**config.mk**
```make
export PLATFORM = sky130hd
export DESIGN_NAME = dbus_arbiter
export DESIGN_NICKNAME = d
export VERILOG_FILES = /design/src/rtl/dbus_arbiter.sv
export SDC_FILE = /design/constraint.sdc
export NUM_CORES = 1
export LEC_CHECK = 0
export BUFFER_PORTS_ARGS = -buffer_cell sky130_fd_sc_hd__buf_4
export CAP_MARGIN = 5
export CORE_MARGIN = 3
export CORE_UTILIZATION = 35
export DETAILED_ROUTE_END_ITERATION = 8
export GPL_ROUTABILITY_DRIVEN = 0
export PLACE_DENSITY = 0.51
export SLEW_MARGIN = 0
export SYNTH_ARGS = -nofsm -noshare
export SYNTH_HDL_FRONTEND = slang
export SYNTH_SLANG_ARGS = --single-unit
```
**constraint.sdc**
```tcl
create_clock -name clk_i -period 2 [get_ports clk_i]
set_input_delay 0.4 -clock clk_i [delete_from_list [all_inputs] [get_ports clk_i]]
set_output_delay 0.4 -clock clk_i [all_outputs]
set_load 0.02 [all_outputs]
```
**src/rtl/dbus_arbiter.sv**
```systemverilog
// dbus_arbiter: owns the shared external data bus and grants each transfer slot
// to the CPU data port, the DMAC or an external bus master (BREQ_N/BACK_N).
// Grants move only at transfer boundaries and never inside a locked sequence.
// Build macro DBUS_ARB_RR_EN: round-robin CPU/DMA arbitration (burst limiter unused).
// Without it: fixed DMA > CPU priority plus a DMA burst limiter.
module dbus_arbiter #(
    parameter int unsigned HOFF_CYC      = 2,
    parameter int unsigned MAX_DMA_BURST = 8
) (
    input  logic       clk_i,
    input  logic       rst_n_i,
    input  logic       ce_r_i,
    input  logic       ce_f_i,
    input  logic       cpu_req_i,
    input  logic       cpu_lock_i,
    input  logic       dma_req_i,
    input  logic       dma_lock_i,
    input  logic       bus_wait_i,
    input  logic       breq_n_i,
    output logic       back_n_o,
    output logic       cpu_gnt_o,
    output logic       dma_gnt_o,
    output logic [1:0] owner_o,
    output logic       bus_idle_o
);

    typedef enum logic [2:0] {IDLE, CPU, DMA, HOFF_IN, EXT, HOFF_OUT} state_t;

    localparam logic [3:0] HoffLoad = 4'(HOFF_CYC - 1);

    state_t     state_q, state_d, arbState;
    logic [3:0] hcnt_q, hcnt_d;
    logic       done_q;
    logic       sync1_q, sync2_q;
    logic       brq;
    logic       ownReq, ownLock;
    logic       freePoint, doneSample, pickDma;
    logic       cpuGnt_q, dmaGnt_q, backN_q, busIdle_q;
    logic [1:0] owner_q;

    assign brq = ~sync2_q;

    // Request and lock of whoever currently holds the bus
    always_comb begin
        ownReq  = 1'b0;
        ownLock = 1'b0;
        case (state_q)
            CPU: begin
                ownReq  = cpu_req_i;
                ownLock = cpu_lock_i;
            end
            DMA: begin
                ownReq  = dma_req_i;
                ownLock = dma_lock_i;
            end
            default: ;
        endcase
    end

    assign doneSample = ownReq & ~bus_wait_i;
    assign freePoint  = (done_q | ~ownReq) & ~ownLock & ~bus_wait_i;

`ifdef DBUS_ARB_RR_EN
    logic lastDma_q;

    // On a tie, the requester that did not own the bus last time wins
    assign pickDma = dma_req_i & (~cpu_req_i | ~lastDma_q);

    // Remember which of CPU/DMA was granted most recently
    always_ff @(posedge clk_i or negedge rst_n_i) begin
        if (!rst_n_i) begin
            lastDma_q <= 1'b0;
        end else if (ce_r_i) begin
            if (state_d == DMA) begin
                lastDma_q <= 1'b1;
            end else if (state_d == CPU) begin
                lastDma_q <= 1'b0;
            end
        end
    end
`else
    logic [3:0] bcnt_q, bcntInc;
    logic       limitHit;

    // Burst count including the transfer completing at this edge, saturating at 15
    always_comb begin
        bcntInc = bcnt_q;
        if (state_q == DMA && done_q && bcnt_q != 4'hF) begin
            bcntInc = bcnt_q + 4'd1;
        end
    end

    assign limitHit = (MAX_DMA_BURST != 0) && ({28'd0, bcntInc} >= MAX_DMA_BURST);
    assign pickDma  = dma_req_i & ~(state_q == DMA && limitHit && cpu_req_i);

    // Count consecutive DMA transfers; any CPU or external grant restarts the count
    always_ff @(posedge clk_i or negedge rst_n_i) begin
        if (!rst_n_i) begin
            bcnt_q <= 4'd0;
        end else if (ce_r_i) begin
            if (state_d == CPU || state_d == HOFF_IN) begin
                bcnt_q <= 4'd0;
            end else begin
                bcnt_q <= bcntInc;
            end
        end
    end
`endif

    // Winner at an arbitration point: external master, then DMA, then CPU
    always_comb begin
        arbState = IDLE;
        if (brq) begin
            arbState = HOFF_IN;
        end else if (pickDma) begin
            arbState = DMA;
        end else if (cpu_req_i) begin
            arbState = CPU;
        end
    end

    // Next state and handoff counter, evaluated on rising-phase enables only
    always_comb begin
        state_d = state_q;
        hcnt_d  = hcnt_q;
        if (ce_r_i) begin
            case (state_q)
                IDLE: state_d = arbState;
                CPU, DMA: begin
                    if (freePoint) begin
                        state_d = arbState;
                    end
                end
                HOFF_IN: begin
                    if (hcnt_q == 4'd0) begin
                        state_d = EXT;
                    end else begin
                        hcnt_d = hcnt_q - 4'd1;
                    end
                end
                EXT: begin
                    if (!brq) begin
                        state_d = HOFF_OUT;
                    end
                end
                HOFF_OUT: begin
                    if (hcnt_q == 4'd0) begin
                        state_d = arbState;
                    end else begin
                        hcnt_d = hcnt_q - 4'd1;
                    end
                end
                default: state_d = IDLE;
            endcase
        end
        if (state_d != state_q && (state_d == HOFF_IN || state_d == HOFF_OUT)) begin
            hcnt_d = HoffLoad;
        end
    end

    // State register and handoff counter
    always_ff @(posedge clk_i or negedge rst_n_i) begin
        if (!rst_n_i) begin
            state_q <= IDLE;
            hcnt_q  <= 4'd0;
        end else begin
            state_q <= state_d;
            hcnt_q  <= hcnt_d;
        end
    end

    // Two-flop synchronizer for the asynchronous external bus request
    always_ff @(posedge clk_i or negedge rst_n_i) begin
        if (!rst_n_i) begin
            sync1_q <= 1'b1;
            sync2_q <= 1'b1;
        end else if (ce_r_i) begin
            sync1_q <= breq_n_i;
            sync2_q <= sync1_q;
        end
    end

    // Transfer completion seen on the falling phase, held until the next rising phase
    always_ff @(posedge clk_i or negedge rst_n_i) begin
        if (!rst_n_i) begin
            done_q <= 1'b0;
        end else if (ce_r_i) begin
            done_q <= 1'b0;
        end else if (ce_f_i && doneSample) begin
            done_q <= 1'b1;
        end
    end

    // Registered grant outputs decoded from the next state so they never glitch
    always_ff @(posedge clk_i or negedge rst_n_i) begin
        if (!rst_n_i) begin
            cpuGnt_q  <= 1'b0;
            dmaGnt_q  <= 1'b0;
            backN_q   <= 1'b1;
            owner_q   <= 2'd0;
            busIdle_q <= 1'b1;
        end else begin
            cpuGnt_q  <= (state_d == CPU);
            dmaGnt_q  <= (state_d == DMA);
            backN_q   <= (state_d != EXT);
            busIdle_q <= (state_d == IDLE);
            case (state_d)
                CPU:     owner_q <= 2'd1;
                DMA:     owner_q <= 2'd2;
                EXT:     owner_q <= 2'd3;
                default: owner_q <= 2'd0;
            endcase
        end
    end

    assign cpu_gnt_o  = cpuGnt_q;
    assign dma_gnt_o  = dmaGnt_q;
    assign back_n_o   = backN_q;
    assign owner_o    = owner_q;
    assign bus_idle_o = busIdle_q;

endmodule

```
==> flow_metrics.tcl <==
set metrics [dict create \
    status "complete, but fails checks" \
    violations "setup timing" \
    placed_cells 239 \
    die_area_um2 4670 \
    pwr-share-clk_pct 10.7 \
    power.total_uw 3680 \
    worstRegToRegCells 8 \
    power.leakage_uw 0.000997 \
    yosys-top-cells-area "dfrtp_1 29%, dfstp_2 7.7%, nor2_1 4.4%, xnor2_1 3.2%, nand2_1 2.8%" \
    syn-instance-count 142 \
    pre_cts_slack_ps -275 \
    cp-end-kind "flop" \
    seq_area_frac_synth_pct 37.2 \
    synth-edff-count 0 \
    dpl.hpwl_mm 2.60 \
    io_buffers 15 \
    nNetsFinal 226 \
    synthFlopType "dfrtp_1" \
    syn_area_per_cell_um2 9.58 \
    synthArstFlopShare_pct 100 \
    h-tree-depth 1 \
    critPathTopFamily "compound AO/OA/AOI/OAI gates" \
    crit_cells 8 \
    n_antenna_cell 0 \
    setup_slack_ps -190 \
    clock_latency_ps 250 \
    final_common_cell "buf_4" \
    clock_path_buffers 2 \
    grt_max_degree 21 \
    ys_seq_elements 20 \
    fmax_mhz 457 \
    grt_pass1_vias 1254 \
    ir_drop_v 0.000801 \
    clk_pin_slew_worst_paths_ps 70 \
    crit_arrival_ps 2390 \
    final_cell_mix "66 x buf_4, 14 x nor2_1, 14 x dfrtp_1, 10 x nand2_1, 7 x buf_6" \
    rows 22 \
    fillers 321 \
    antenna_found_initial 0 \
    post-route-period-util_pct 109 \
    cts_buffers 3 \
    io_pins 16 \
    powerDensity_nw_per_um2 1640 \
    drc 0 \
    maxSlewHeadroom_pct 74.1 \
    syn_to_final_growth_pct 64.8 \
    design.core.area_um2 3720 \
    layout-drive-gt1-share_pct 58.7 \
    ys_warn_count 0 \
    final_area_um2 2240 \
    postRouteAntennaNets 0 \
    fin_cells 261 \
    fin_skew_ps 5.84 \
    dieHeight_um 68.3 \
    cpPeakStageDelay_ps 470 \
    drtIter0Drc 85 \
    final_max_slew_viol_count 0 \
    yosysUniqueCellTypes 55 \
    yosysTopAreaCellShare_pct 29.4 \
    wl_per_cell_um 14.7 \
    crit_slowest_cell "dfrtp_2" \
    hold_class "in2async" \
    syn_area_um2 1360 \
    share_comb_of_total_power_pct 72.3 \
    gr-total-overflow 0 \
    rsz0062_at_grt "true" \
    drt-total-wl_mm 3.83 \
    setup_viol 14 \
    groute.usage.overall_pct 16.1 \
    vias 1346 \
    die_w_um 68.3 \
    p_int_uw 2220 \
    dr.pass1.iters 4 \
    final-hold-violation-count 0 \
    crit_fanout 7 \
    clkSinkCount 20 \
    synth_nets 154 \
    max-cap-violations 0 \
    startpoint_type "flop" \
    yosys.area.top_type "dfrtp_1" \
    clockRootBuffer "clkbuf_8" \
    cts_tree "done" \
    dpl_cell_area_um2 1820 \
    critical_path_class "reg2reg" \
    routed_via_density 5.16 \
    worst_slew_pin_slew_ps 385 \
    required_ps 2200 \
    initial_core_util_pct 36.6 \
    seqPwrFrac_pct 17.0 \
    path_cells "nor4bb_4 > buf_4 > nor4_4 > a31oi_4 > o311ai_4 > xnor2_2 > a211oi_4 > nand2b_1" \
    min_period_ps 2190 \
    grt_pass1_wl_mm 5.75 \
    power.switching_uw 1460 \
    p_sw_share_pct 39.8 \
    path_buf_inv 1 \
    tns_ps -1120 \
]
==> timing repair <==
| action | in CTS | in global routing |
|---|---|---|
| endpoints found under the hold margin | 0 | 0 |
| resized for setup | 20 | 29 |
| hold buffers | 0 | 0 |
| pin swaps | 9 | 13 |
| endpoints found under the setup margin | 15 | 15 |
| setup buffers | 7 | 13 |
==> registers in the layout, summed over array words and instances (netlist names) <==
name and flops:
bcnt_q 4, hcnt_q 4, state_q 3, owner_o 2, back_n_o 1, bus_idle_o 1
cpu_gnt_o 1, dma_gnt_o 1, done_q 1, sync1_q 1, sync2_q 1
==> per-stage QoR <==
step | hold slack [ps] | utilization, %
global route | 14.8 | 60.3
floorplan | 104 | -
detailed placement | 293 | 48.9
global placement | 289 | 48.9
finish | 9.15 | 60.3
CTS | 13.8 | 54.2
==> cell families (layout without fill, tap and decap cells) <==
| kind of cell | count (synthesis) | count (layout) | share of synthesized area (%) |
|---|---|---|---|
| buf+inv | 17 | 88 | 5.80 |
| simple gates | 57 | 57 | 24.8 |
| xor+xnor | 7 | 7 | 4.51 |
| compound gates | 33 | 33 | 20.3 |
| fa+ha+maj | 2 | 2 | 1.84 |
| mux | 6 | 6 | 5.52 |
| flops | 20 | 20 | 37.2 |
==> layout make-up <==
| class | instances | area [um^2] | area share [%] |
|---|---|---|---|
| Clock buffer | 3 | 41.3 | 1.84 |
| Clock inverter | 1 | 30.0 | 1.34 |
| Inverter | 10 | 37.5 | 1.68 |
| Multi-Input combinational cell | 105 | 985 | 43.9 |
| Sequential cell | 20 | 508 | 22.7 |
| Tap cell | 48 | 60.1 | 2.68 |
| Timing Repair Buffer | 74 | 579 | 25.9 |
==> layer usage <==
metal  track usage, %  wire [um]  vias up
met5                0          0        -
met4             3.97         51        0
met3             1.48        141        8
met2             26.7       1940       25
met1             22.4       1700      653
li1                 -          -      660
==> path summary, 6_finish.rpt <==
check,from,to,slack (ps)
setup / recovery,state_q[0]$_DFF_PN0_,hcnt_q[0]$_DFFE_PN0P_,-190
hold / removal,rst_n_i,dma_gnt_o$_DFF_PN0_,9
setup reg to reg,state_q[0]$_DFF_PN0_,hcnt_q[0]$_DFFE_PN0P_,-190
hold reg to reg,sync1_q$_DFFE_PN1P_,sync1_q$_DFFE_PN1P_,620
max in group asynchronous,rst_n_i,sync2_q$_DFFE_PN1P_,1720
min in group clk_i,breq_n_i,sync1_q$_DFFE_PN1P_,380
==> cell usage after synthesis, types with 3 or more instances <==
library cell / n
dfrtp_1: 16
nor2_1: 16
nand2_1: 10
inv_1: 8
a21oi_1: 5
o21ai_0: 5
xnor2_1: 5
dfstp_2: 4
nand2b_1: 4
nor2b_1: 4
a211oi_1: 3
a31oi_1: 3
buf_2: 3
mux2i_1: 3
nand3_1: 3
==> power by group through the flow <==
stage | registers [uW] | logic, uW | clock network, uW
after floorplan | 639 | 1070 | 0
after global placement | 653 | 1790 | 0
after detailed placement | 658 | 1800 | 0
after CTS | 645 | 2050 | 407
after global routing | 640 | 2870 | 424
final | 628 | 2660 | 393
Note: power is estimated with default switching activity, not from simulation.
